`src/rtl/minterm_scan_ctrl_pkg.sv`:
```
// minterm_scan_ctrl_pkg: shared state encoding, counter width and table-width helper
package minterm_scan_ctrl_pkg;

    typedef enum logic [1:0] {
        IDLE   = 2'd0,
        HOLD   = 2'd1,
        SAMPLE = 2'd2
    } state_t;

    localparam int CNT_W = 4;

    function automatic int tbl_w(input int n_in);
        return 1 << n_in;
    endfunction

endpackage

```
`src/rtl/minterm_scan_ctrl_if.sv`:
```
// minterm_scan_ctrl_if: scan control, function-under-test and result signals
interface minterm_scan_ctrl_if
    import minterm_scan_ctrl_pkg::*;
#(
    parameter int N_IN = 2
);
    localparam int T = tbl_w(N_IN);

    logic            start;
    logic            abort;
    logic [T-1:0]    expected;
    logic [N_IN-1:0] dut_in;
    logic            dut_a;
    logic            dut_b;
    logic            busy;
    logic            done;
    logic            pass;
    logic [T-1:0]    table_a;
    logic [T-1:0]    table_b;
    logic            fail_valid;
    logic [N_IN-1:0] first_fail;

    modport master (
        output start, abort, expected, dut_a, dut_b,
        input  dut_in, busy, done, pass, table_a, table_b, fail_valid, first_fail
    );

    modport slave (
        input  start, abort, expected, dut_a, dut_b,
        output dut_in, busy, done, pass, table_a, table_b, fail_valid, first_fail
    );

endinterface

```
`src/rtl/minterm_scan_ctrl_settle_timer.sv`:
```
// settle_timer: loadable down-counter; expire flags the last hold cycle of a minterm
module settle_timer
    import minterm_scan_ctrl_pkg::*;
(
    input  logic             clk,
    input  logic             rst,
    input  logic             load,
    input  logic [CNT_W-1:0] value,
    output logic             expire
);
    logic [CNT_W-1:0] cnt;

    always_ff @(posedge clk) begin
        if (rst)
            cnt <= '0;
        else if (load)
            cnt <= value;
        else if (cnt != '0)
            cnt <= cnt - CNT_W'(1);
    end

    assign expire = cnt == CNT_W'(1);

endmodule

```
`src/rtl/minterm_scan_ctrl.sv`:
```
// minterm_scan_ctrl: walks every minterm, samples two implementations and checks them against an expected table
module minterm_scan_ctrl
    import minterm_scan_ctrl_pkg::*;
#(
    parameter int N_IN   = 2,
    parameter int SETTLE = 1
) (
    input logic                clk,
    input logic                rst,
    minterm_scan_ctrl_if.slave bus
);
    localparam int                T        = tbl_w(N_IN);
    localparam logic [CNT_W-1:0] SETTLE_V = CNT_W'(SETTLE);
    localparam state_t            FIRST    = (SETTLE == 0) ? SAMPLE : HOLD;

    state_t          state, state_nx;
    logic [T-1:0]    exp_q, ta_q, tb_q;
    logic [N_IN-1:0] idx, ff_q;
    logic            busy_q, done_q, pass_q, fv_q;
    logic            accept, stop, sample, last, mism, expire;

    assign accept = state == IDLE && bus.start && !bus.abort;
    assign stop   = state != IDLE && bus.abort;
    assign sample = state == SAMPLE && !bus.abort;
    assign last   = idx == N_IN'(T - 1);
    assign mism   = sample && (bus.dut_a != exp_q[idx] || bus.dut_b != exp_q[idx]);

    settle_timer u_timer (
        .clk    (clk),
        .rst    (rst),
        .load   (accept || (sample && !last)),
        .value  (SETTLE_V),
        .expire (expire)
    );

    always_ff @(posedge clk) begin
        if (rst)
            state <= IDLE;
        else
            state <= state_nx;
    end

    always_comb begin
        state_nx = state;
        state_nx = accept                     ? FIRST :
                   stop                       ? IDLE :
                   (state == HOLD && expire)  ? SAMPLE :
                   sample                     ? (last ? IDLE : FIRST) : state;
    end

    always_ff @(posedge clk) begin
        if (rst) begin
            exp_q  <= '0;
            ta_q   <= '0;
            tb_q   <= '0;
            idx    <= '0;
            ff_q   <= '0;
            busy_q <= 1'b0;
            done_q <= 1'b0;
            pass_q <= 1'b0;
            fv_q   <= 1'b0;
        end else begin
            done_q <= 1'b0;
            if (accept) begin
                exp_q  <= bus.expected;
                ta_q   <= '0;
                tb_q   <= '0;
                idx    <= '0;
                ff_q   <= '0;
                busy_q <= 1'b1;
                pass_q <= 1'b0;
                fv_q   <= 1'b0;
            end else if (stop) begin
                idx    <= '0;
                busy_q <= 1'b0;
                pass_q <= 1'b0;
            end else if (sample) begin
                ta_q[idx] <= bus.dut_a;
                tb_q[idx] <= bus.dut_b;
                if (mism && !fv_q) begin
                    fv_q <= 1'b1;
                    ff_q <= idx;
                end
                if (last) begin
                    busy_q <= 1'b0;
                    done_q <= 1'b1;
                    pass_q <= !(fv_q || mism);
                end else begin
                    idx <= idx + N_IN'(1);
                end
            end
        end
    end

    assign bus.dut_in     = idx;
    assign bus.busy       = busy_q;
    assign bus.done       = done_q;
    assign bus.pass       = pass_q;
    assign bus.table_a    = ta_q;
    assign bus.table_b    = tb_q;
    assign bus.fail_valid = fv_q;
    assign bus.first_fail = ff_q;

endmodule

```
`src/flat_wrapper.sv`:
```
// flat-port wrapper written by rule: the top's interface ports become plain ports
module minterm_scan_ctrl_flat import minterm_scan_ctrl_pkg::*;
#(
    parameter int N_IN   = 2,
    parameter int SETTLE = 1
)
  (clk, rst, bus_start, bus_abort, bus_expected, bus_dut_a, bus_dut_b, bus_dut_in, bus_busy, bus_done, bus_pass, bus_table_a, bus_table_b, bus_fail_valid, bus_first_fail);
  minterm_scan_ctrl_if #(.N_IN(N_IN)) bus_i ();
  input logic clk;
  input logic rst;
  input wire logic [$bits(bus_i.start)-1:0] bus_start;
  input wire logic [$bits(bus_i.abort)-1:0] bus_abort;
  input wire logic [$bits(bus_i.expected)-1:0] bus_expected;
  input wire logic [$bits(bus_i.dut_a)-1:0] bus_dut_a;
  input wire logic [$bits(bus_i.dut_b)-1:0] bus_dut_b;
  output wire logic [$bits(bus_i.dut_in)-1:0] bus_dut_in;
  output wire logic [$bits(bus_i.busy)-1:0] bus_busy;
  output wire logic [$bits(bus_i.done)-1:0] bus_done;
  output wire logic [$bits(bus_i.pass)-1:0] bus_pass;
  output wire logic [$bits(bus_i.table_a)-1:0] bus_table_a;
  output wire logic [$bits(bus_i.table_b)-1:0] bus_table_b;
  output wire logic [$bits(bus_i.fail_valid)-1:0] bus_fail_valid;
  output wire logic [$bits(bus_i.first_fail)-1:0] bus_first_fail;
  assign bus_i.start = bus_start;
  assign bus_i.abort = bus_abort;
  assign bus_i.expected = bus_expected;
  assign bus_i.dut_a = bus_dut_a;
  assign bus_i.dut_b = bus_dut_b;
  assign bus_dut_in = bus_i.dut_in;
  assign bus_busy = bus_i.busy;
  assign bus_done = bus_i.done;
  assign bus_pass = bus_i.pass;
  assign bus_table_a = bus_i.table_a;
  assign bus_table_b = bus_i.table_b;
  assign bus_fail_valid = bus_i.fail_valid;
  assign bus_first_fail = bus_i.first_fail;
  minterm_scan_ctrl #(.N_IN(N_IN), .SETTLE(SETTLE)) u_core (.clk(clk), .rst(rst), .bus(bus_i));
endmodule
```
`config.mk`:
```
export PLATFORM = sky130hd
export DESIGN_NAME = minterm_scan_ctrl_flat
export DESIGN_NICKNAME = d
export VERILOG_FILES = /design/src/rtl/minterm_scan_ctrl_pkg.sv /design/src/rtl/minterm_scan_ctrl_if.sv /design/src/rtl/minterm_scan_ctrl_settle_timer.sv /design/src/rtl/minterm_scan_ctrl.sv /design/src/flat_wrapper.sv
export SDC_FILE = /design/constraint.sdc
export NUM_CORES = 1
export LEC_CHECK = 0
export ABC_AREA = 1
export CAP_MARGIN = 20
export CORE_MARGIN = 2
export CORE_UTILIZATION = 54
export CTS_CLUSTER_SIZE = 14
export DETAILED_ROUTE_END_ITERATION = 8
export PLACE_DENSITY_LB_ADDON = 0.12
export SLEW_MARGIN = 20
export SYNTH_ARGS = -nofsm -noshare
export SYNTH_HDL_FRONTEND = slang
export SYNTH_HIERARCHICAL = 1
export SYNTH_SLANG_ARGS = --single-unit
```
`constraint.sdc`:
```
create_clock -name clk -period 3.7 [get_ports clk]
set_clock_uncertainty 0.2 [all_clocks]
set_input_delay 1.11 -clock clk [delete_from_list [all_inputs] [get_ports clk]]
set_output_delay 1.11 -clock clk [all_outputs]
set_load 0.02 [all_outputs]
```
# Yosys cells after proc, flatten, opt, wreduce, memory -nomap -nowiden
# Cells that the tools add are included.
op_classes:
  n_addsub: 2
  magnitude_cmp: 2
  n_eq_ne: 6
  muxes: 18
  bitwise_logic: 3
  reduce_logical: 33
op_table:
  columns: ["operator", "n"]
  rows:
  - ["$mux 1", 12]
  - ["$logic_and 1x1->1", 9]
  - ["$bwmux 4", 2]
  - ["$reduce_and 2->1", 4]
  - ["$reduce_bool 4->1", 2]
  - ["$reduce_bool 2->1", 3]
  - ["$reduce_bool 3->1", 2]
  - ["$eq 2x2->1 const B", 2]
  - ["$eq 4x1->1 const B", 1]
  - ["$logic_not 1->1", 4]
  - ["$mux 2", 2]
  - ["$reduce_or 2->1", 2]
  - ["$reduce_or 4->1", 1]
  - ["$sub 4x1->4 const B", 1]
  - ["$logic_or 1x1->1", 3]
  - ["$lt 2x3->1 const B", 1]
  - ["$not 1->1", 3]
  - ["$reduce_and 3->1", 1]
  - ["$reduce_or 3->1", 1]
  - ["$add 2x1->2 const B", 1]
  - ["$bmux 1 s2", 1]
  - ["$demux 1 s2", 1]
  - ["$eq 2x1->1 const B", 1]
  - ["$ge 2x1->1 const B", 1]
  - ["2 further kinds", 3]
totals:
  ff_bits: 26
  in_bits: 10
  out_inout_bits: 16
  elab_cells: 77

# Depth between registers and ports, before layout
# Gate-level depths: netlist of the first run.
depth:
  depth_word: 7
  ltp_mapped: 9
  ltp_nobuf: 9

# By module
# Netlist of the first run, hierarchy kept.
modules_own_cells:
  columns: ["module", "n_inst", "cells_per_inst", "area_per_inst_um2", "seq_area_each_um2"]
  rows:
  - ["minterm_scan_ctrl", 1, 133, 1017.2, 440.4]
  - ["settle_timer", 1, 41, 276.5, 80.1]

# Least setup slack after synthesis of the first run
# OpenSTA, ideal clock, no wires.
synth_path:
  path_type: "input to register"
  from: "input port bus_abort"
  to: "register u_core.u_timer.cnt[3]"
  setup_ns: 0.111
  arrival_time_ns: 2.035
  required_time_ns: 3.389
  path_slack_ns: 1.353
  path_stages: 9
  n_path_buf: 0
  cell_sequence: "nor2_2 -> nand2_2 -> nor2_1 -> inv_1 -> nand2_1 -> inv_2 -> or2_0 -> nand3_1 -> nor2_1"
synth_between:
  elab_chain_cells: 5
  elab_cells_between_ends: 6
  cone_classes: "6 x reduce/logical"
synth_rtl:
  columns: ["item", "line_no", "rtl"]
  rows:
  - ["start: declaration", "flat_wrapper.sv:12", "input wire logic [$bits(bus_i.abort)-1:0] bus_abort;"]
  - ["$logic_not 1->1 (*)", "minterm_scan_ctrl.sv:22, minterm_scan_ctrl.sv:24", null]
  - ["$logic_and 1x1->1", "minterm_scan_ctrl.sv:24", "assign sample = state == SAMPLE && !bus.abort;"]
  - ["$logic_and 1x1->1", "minterm_scan_ctrl.sv:31", ".load (accept || (sample && !last)),"]
  - ["$logic_or 1x1->1 (*)", "minterm_scan_ctrl.sv:31", null]
  - ["$reduce_or 2->1 (no source line) (*)", null, null]
  - ["end signal: assignment", "minterm_scan_ctrl_settle_timer.sv:17", "cnt <= value;"]
  - ["end signal: assignment", "minterm_scan_ctrl_settle_timer.sv:19", "cnt <= cnt - CNT_W'(1);"]
  - ["end: declaration", "minterm_scan_ctrl_settle_timer.sv:11", "logic [CNT_W-1:0] cnt;"]
# Every way passes the cells marked *; elsewhere a longest branch is shown, timed or not.
# A chain may end at the register's enable or synchronous reset.

# Worst setup path after layout of the first run
layout_path:
  from: "register u_core.idx[0], in the netlist u_core/bus.dut_in[0]"
  to: "output port bus_dut_in[0]"
layout_rtl:
  columns: ["item", "line_no", "rtl"]
  rows:
  - ["start: declaration", "minterm_scan_ctrl.sv:18", "logic [N_IN-1:0] idx, ff_q;"]
  - ["start signal: assignment", "minterm_scan_ctrl.sv:89", "idx <= idx + N_IN'(1);"]
  - ["end: declaration", "flat_wrapper.sv:16", "output wire logic [$bits(bus_i.dut_in)-1:0] bus_dut_in;"]
# No word-level cell between the ends.

==> results by group, run 1 <==
Clock tree
  – Cts-stage hold buffer count: 0
  – Postcts setup bufs: 0
  – H-tree Lvls: 1
  – Worst-case clock buffer depth: 2
  – CTS Sinks: 26
  – CTS-repair resized insts: 0
  – Root Buffer: clkbuf_4
  – TritonCTS buffer count: 3
  – CTS tree: built
  – CTS clk-pin slew, worst paths: 0.13 ns
  – Worst-Skew Late Latency: 0.31 ns

Logic synthesis
  – Top area cells in the synthesized netlist: dfxtp_1 (40%), nand2_1 (9.9%), ha_1 (6.8%)
  – Yosys warning count: 6
  – Post-Syn Area: 1290 um2
  – Synthesized flop and latch total: 26
  – Leading area contributor after synthesis: dfxtp_1
  – Seq/Total Area, Yosys: 0.402
  – Post-Syn Instances: 174
  – Distinct cells, synth: 27
  – Mean post-synth cell area: 7.44 um2
  – Top cell type's share of synthesized area: 0.402

Worst setup path
  – Crit path buffers/inverters: 1
  – CP top delay family: buffers and inverters
  – Worst-path cell chain: clkdlybuf4s50_1
  – Worst reg2reg startpoint: u_core/bus.dut_in[0]$_SDFFE_PP0P_
  – FF-to-FF End: u_core/u_timer/cnt[3]$_SDFFE_PP0P_
  – Worst-path cell with the longest stage delay: clkdlybuf4s50_1
  – Worst Path Arrival: 1.49 ns
  – Crit Path Class: reg2out
  – CP Capture Type: primary output
  – CP startpoint: u_core/bus.dut_in[0]$_SDFFE_PP0P_
  – R2R setup slack: 1.82 ns
  – R2R cell count: 8
  – Worst Path Required: 2.39 ns
  – Worst Path Max Fanout: 8
  – Crit start category: flip-flop
  – CP max stage delay: 0.67 ns

Die
  – Starting Density: 0.579
  – Die area: 2800 um2
  – Die width: 52.9 um
  – Row count: 17
  – # IOs: 26
  – Die height: 52.9 um
  – Core ar.: 2230 um2

Worst hold path
  – Worst Hold Path Cells: 2
  – Hold path startpoint: u_core/bus.table_b[1]$_SDFFE_PP0P_
  – Endpoint, Worst Hold: u_core/bus.table_b[1]$_SDFFE_PP0P_
  – Hold Path Class: reg2reg

Drt
  – DRC Markers: 0
  – Post-route ant nets: 0
  – Vias: 1173
  – Final WL: 2.53 mm
  – Drt pass-1 iters: 4
  – Starting DRT DRC Count: 21
  – Via-to-Cell Ratio: 5.08
  – Routed WL per cell: 10.9 um

Power and ir drop
  – Clock Power Share: 0.180
  – Reg power frac: 0.517
  – Sw Pwr: 0.000220 W
  – Pwr/cell area: 400 nW/um2
  – Combinational fraction of design power: 0.304
  – Worst VDD drop: 0.000470 V
  – Internal: 0.000422 W
  – Sw Share: 0.342
  – Lkg Pwr: 0.692 nW

Global route
  – Largest net degree at the start of global routing: 14
  – GR Layer Usage met3: 0.0282
  – GR Layer Usage met2: 0.358
  – GRT overflow: 0
  – Gr busiest metal: met2
  – Initial antenna violation count: 0
  – First-pass GRT wire length: 4.33 mm
  – Vias in the first global route: 1029
  – Total GRT Usage: 0.205
  – Met1 Usage GRT: 0.250

Placement
  – # port buffers: 25
  – GP Congestion: 0.839
  – Hpwl dp: 1.94 mm
  – Dpl cells: 228

Cells and area
  – Final cell count without fillers: 231
  – Layout cells sized above 1: 0.118
  – Diodes inserted: 0
  – Area growth from synthesis to layout: 24.0%
  – Final #Nets: 222

Timing
  – Hold WS: 0.273 ns
  – RSZ-0062 raised after global routing: no
  – Max-slew violation total from the final report: 0
  – Fin. Hold Viols: 0
  – Period utilization: 0.758
  – Endpoints failing setup: 0
  – Setup TNS: 0 ns
  – Period minus WS final: 2.80 ns
  – Highest clock rate: 357 MHz

Flow run
  – Max_cap viols: 0

Run status
  – Status: complete, no violations
worst min-delay path: stages (launching register included):
cell,delay (ns)
dfxtp_1,0.33
nand2_1,0.06
a21oi_1,0.05
per-stage QoR:
step / setup slack, ns / power (W) / area, um2 / util
6_report: 0.897 / 0.000642 / 1600 / 0.718
5_1_grt: 0.829 / 0.000693 / 1600 / 0.718
4_1_cts: 0.878 / 0.000645 / 1600 / 0.718
3_5_place_dp: 0.725 / 0.000530 / 1580 / 0.708
3_3_place_gp: 0.805 / 0.000520 / 1580 / 0.708
2_1_floorplan: 1.35 / 0.000480 / 1300 / -
synthesized netlist by cell type:
| cell | instances |
|---|---|
| a2111oi_2 | 1 |
| a21boi_1 | 1 |
| a21oi_1 | 14 |
| a21oi_2 | 1 |
| a31oi_1 | 1 |
| buf_2 | 1 |
| conb_1 | 2 |
| dfxtp_1 | 26 |
| ha_1 | 7 |
| inv_1 | 21 |
| inv_2 | 3 |
| inv_4 | 1 |
| nand2_1 | 34 |
| nand2_2 | 7 |
| nand2_4 | 1 |
| nand3_1 | 8 |
| nand3_2 | 4 |
| nand3b_1 | 1 |
| nand4_1 | 2 |
| nand4_4 | 1 |
| nor2_1 | 23 |
| nor2_2 | 2 |
| nor3b_1 | 1 |
| o211ai_1 | 1 |
| o21ai_0 | 8 |
| o21ai_1 | 1 |
| or2_0 | 1 |
power groups by stage:
stage               Clock (W)  Sequential, W  Combinational, W
global route         0.000126       0.000336          0.000231
floorplan                   0       0.000333          0.000146
global placement            0       0.000337          0.000183
CTS                  0.000120       0.000331          0.000193
detailed placement          0       0.000338          0.000192
finish               0.000115       0.000332          0.000195
flip-flops by register name, summed over array words and instances (netlist names):
| signal | count |
|---|---|
| u_core/bus.table_a | 4 |
| u_core/bus.table_b | 4 |
| u_core/exp_q | 4 |
| u_core/u_timer/cnt | 4 |
| u_core/bus.dut_in | 2 |
| u_core/bus.first_fail | 2 |
| u_core/state | 2 |
| u_core/bus.busy | 1 |
| u_core/bus.done | 1 |
| u_core/bus.fail_valid | 1 |
| u_core/bus.pass | 1 |
cell type report:
| cell class | count | area (um2) |
|---|---|---|
| Multi-Input combinational cell | 124 | 679 |
| Fill cell | 194 | 629 |
| Sequential cell | 26 | 520 |
| Timing Repair Buffer | 25 | 250 |
| Inverter | 25 | 96.3 |
| Tap cell | 28 | 35.0 |
| Clock buffer | 3 | 22.5 |
how the worst max path moves through the flow:
stage | end | slack [ns] | cells past startpoint
finish | bus_dut_in[0] | 0.90 | 1
global route | bus_dut_in[0] | 0.83 | 1
CTS | bus_dut_in[0] | 0.88 | 1
detailed placement | u_core/u_timer/cnt[3]$_SDFFE_PP0P_ | 0.73 | 10
global placement | u_core/u_timer/cnt[3]$_SDFFE_PP0P_ | 0.81 | 10
floorplan | u_core/u_timer/cnt[3]$_SDFFE_PP0P_ | 1.35 | 9
layout by cell type, fill, tap and decap left out:
master and instances:
a2111oi_2 1, nand4_4 1, nand3b_1 1, nand2_4 1, clkbuf_4 3, a21oi_1 14
nor3b_1 1, inv_1 21, nand3_2 4, inv_2 3, inv_4 1, o21ai_0 8
or2_0 1, nand4_1 2, o211ai_1 1, dfxtp_1 26, o21ai_1 1, a21boi_1 1
nand3_1 8, clkdlybuf4s50_1 25, a31oi_1 1, nand2_1 34, nor2_2 2, a21oi_2 1
nor2_1 23, conb_1 4, nand2_2 7, ha_1 7
layer usage:
| metal | part of all wire | vias to the layer above |
|---|---|---|
| li1 | - | 610 |
| met1 | 0.48 | 538 |
| met2 | 0.47 | 21 |
| met3 | 0.038 | 4 |
| met4 | 0.013 | 0 |
| met5 | 0 | - |
cell families (layout without fill, tap and decap cells):
family / Yosys count / in the layout / synth area share
and+or+nand+nor: 85 / 85 / 0.322
AOI/OAI and AO/OA: 28 / 28 / 0.124
DFF: 26 / 26 / 0.402
buffers and inverters: 26 / 53 / 0.0783
adders and majority gates: 7 / 7 / 0.0677
other: 2 / 4 / 0.00580
(Power assumes the default switching activity.)
==> run 2, diff against run 1 <==
--- a/config.mk
+++ b/config.mk
@@ -8,7 +8,7 @@
 export ABC_AREA = 1
 export CAP_MARGIN = 20
 export CORE_MARGIN = 2
-export CORE_UTILIZATION = 54
+export CORE_UTILIZATION = 45
 export CTS_CLUSTER_SIZE = 14
 export DETAILED_ROUTE_END_ITERATION = 8
 export PLACE_DENSITY_LB_ADDON = 0.12
==> constraint.sdc (replaced) <==
create_clock -name clk -period 2.3 [get_ports clk]
set_clock_uncertainty 0.2 [all_clocks]
set_input_delay 0.69 -clock clk [delete_from_list [all_inputs] [get_ports clk]]
set_output_delay 0.69 -clock clk [all_outputs]
set_load 0.02 [all_outputs]
==> run 2 against run 1 <==
  * Via count grew 3.8%
  * Non-clock buffer count up 11
  * Worst setup slack got worse by 0.78 ns
  * Utilization shrank 8.9 points
  * Routed wire length rose by 3.0%
  * Sequential power rose by 61%
  * Sequential cell count is the same
  * Final area rose by 7.3%
  * Die area increased by 18%
  * Clock power grew to 2.7 times the previous value
  * Register-to-register slack got worse by 1.3 ns
  * Critical path type unchanged
  * Critical path depth unchanged
==> results by group, run 2 (synthesized netlist as in run 1, its figures left out) <==
Die
  – Row count: 19 (+2)
  – Starting Density: 0.473 (-0.106)
  – # IOs: 26 (unchanged)
  – Die width: 57.6 um (+8.8%)
  – Die area: 3320 um2 (+18%)
  – Die height: 57.6 um (+8.8%)
  – Core ar.: 2730 um2 (+22%)

Worst setup path
  – Worst-path cell chain: clkdlybuf4s50_1
  – R2R cell count: 9 (+1)
  – Crit Path Class: reg2out
  – Worst Path Max Fanout: 2 (-6)
  – Crit path buffers/inverters: 1 (unchanged)
  – Crit start category: flip-flop
  – CP max stage delay: 0.60 ns (-0.07 ns)
  – CP top delay family: buffers and inverters
  – FF-to-FF End: u_core/u_timer/cnt[3]$_SDFFE_PP0P_
  – Worst-path cell with the longest stage delay: clkdlybuf4s50_1
  – R2R setup slack: 0.54 ns (-1.28 ns)
  – Worst reg2reg startpoint: u_core/bus.dut_in[0]$_SDFFE_PP0P_
  – Worst Path Required: 1.41 ns (-0.98 ns)
  – Worst Path Arrival: 1.30 ns (-0.19 ns)
  – CP Capture Type: primary output
  – CP startpoint: u_core/bus.table_a[0]$_SDFFE_PP0P_

Timing
  – RSZ-0062 raised after global routing: no
  – Endpoints failing setup: 0 (unchanged)
  – Period utilization: 0.950
  – Max-slew violation total from the final report: 0 (unchanged)
  – Hold WS: 0.273 ns (-0.000569 ns)
  – Period minus WS final: 2.19 ns
  – Highest clock rate: 458 MHz
  – Fin. Hold Viols: 0 (unchanged)

Placement
  – # port buffers: 25 (unchanged)
  – GP Congestion: 0.799 (-4.8%)
  – Hpwl dp: 2.15 mm (+11%)

Cells and area
  – Most common cell after layout, fill and taps aside: nand2_1
  – Final #Nets: 233 (+5.0%)
  – Finished Core Util: 0.629 (-0.0889)
  – Area growth from synthesis to layout: 33.0%
  – Multi-input gate area: 679 um2 (unchanged)
  – Layout cells sized above 1: 0.167 (+0.0492)
  – Diodes inserted: 0 (unchanged)
  – Layout fillers: 270 (+39%)
  – Register area: 520 um2 (unchanged)
  – Most frequent cells in the layout: nand2_1 (34), dfxtp_1 (26), clkdlybuf4s50_1 (25), nor2_1 (23), inv_1 (21)

Global route
  – GRT overflow: 0 (unchanged)
  – Total GRT Usage: 0.182 (-0.0236)
  – Largest net degree at the start of global routing: 16 (+2)
  – First-pass GRT wire length: 4.78 mm (+11%)
  – Vias in the first global route: 1148 (+12%)
  – Initial antenna violation count: 0 (unchanged)

Power and ir drop
  – Lkg Pwr: 0.759 nW (+9.8%)
  – Pwr/cell area: 680 nW/um2 (+70%)
  – Worst VDD drop: 0.000523 V (+11%)
  – Total power: 0.00117 W (+82%)

Drt
  – Post-route ant nets: 0 (unchanged)
  – Via-to-Cell Ratio: 4.95 (-2.5%)
  – Routed WL per cell: 10.6 um (-3.3%)
  – Drt pass-1 iters: 4 (unchanged)
  – DRC Markers: 0 (unchanged)
  – Starting DRT DRC Count: 41 (+95%)
  – Final WL: 2.60 mm (+3.0%)
  – Vias: 1218 (+3.8%)

Clock tree
  – Worst-Skew Late Latency: 0.32 ns (about the same)
  – Worst-case clock buffer depth: 2 (unchanged)
  – CTS Sinks: 26 (unchanged)
  – TritonCTS buffer count: 3 (unchanged)
  – Postcts setup bufs: 0 (unchanged)
  – Cts-stage hold buffer count: 0 (unchanged)
  – Root Buffer: clkbuf_4
  – CTS-repair resized insts: 0 (unchanged)
  – H-tree Lvls: 1 (unchanged)
  – CTS clk-pin slew, worst paths: 0.15 ns (+0.02 ns)
  – CTS tree: built

Worst hold path
  – Endpoint, Worst Hold: u_core/bus.table_b[2]$_SDFFE_PP0P_
  – Hold Path Class: reg2reg
  – Hold path startpoint: u_core/bus.table_b[2]$_SDFFE_PP0P_
  – Worst Hold Path Cells: 2 (unchanged)

Flow run
  – Max_cap viols: 0 (unchanged)

Run status
  – Status: complete, no violations
run 2: cell count changes in the layout (fill, tap and decap cells not counted):
cell / previous run / this run
buf_4: 0 / 11
bufinv_16: 0 / 1
run 2: layout make-up:
type | count | share of cell area
Clock inverter | 1 | 0.0175
Inverter | 25 | 0.0560
Timing Repair Buffer | 36 | 0.193
Sequential cell | 26 | 0.303
Multi-Input combinational cell | 124 | 0.395
Clock buffer | 3 | 0.0131
Tap cell | 31 | 0.0225
run 2: power by group:
part | switching, W | leakage [nW] | internal, W
Clock | 0.000136 | 0.0279 | 0.000176
Combinational | 0.000189 | 0.520 | 0.000133
Sequential | 0.0000410 | 0.211 | 0.000494
run 2: metrics by stage:
| stage | setup TNS, ns | std cells | worst slack [ns] | instance area (um2) |
|---|---|---|---|---|
| 3_3_place_gp | -0.0177 | 242 | -0.0177 | 1670 |
| 3_5_place_dp | -0.143 | 242 | -0.0788 | 1670 |
| 6_report | 0 | 246 | 0.115 | 1720 |
| 4_1_cts | 0 | 246 | 0.0994 | 1720 |
| 2_1_floorplan | 0 | 176 | 0.373 | 1300 |
| 5_1_grt | 0 | 246 | 0.0344 | 1720 |
run 2: worst max path at each step:
stage	to	cells past startpoint
after floorplan	u_core/u_timer/cnt[3]$_SDFFE_PP0P_	9
after global placement	u_core/u_timer/cnt[3]$_SDFFE_PP0P_	10
after detailed placement	u_core/u_timer/cnt[3]$_SDFFE_PP0P_	10
after CTS	bus_pass	1
after global routing	u_core/u_timer/cnt[0]$_SDFFE_PP0P_	11
final	bus_table_a[0]	1
run 2: metal layers:
metal	GRT usage	part of all wire
met2	0.315	0.48
met3	0.0223	0.038
met5	0	0
met1	0.228	0.47
met4	0.0731	0.0065
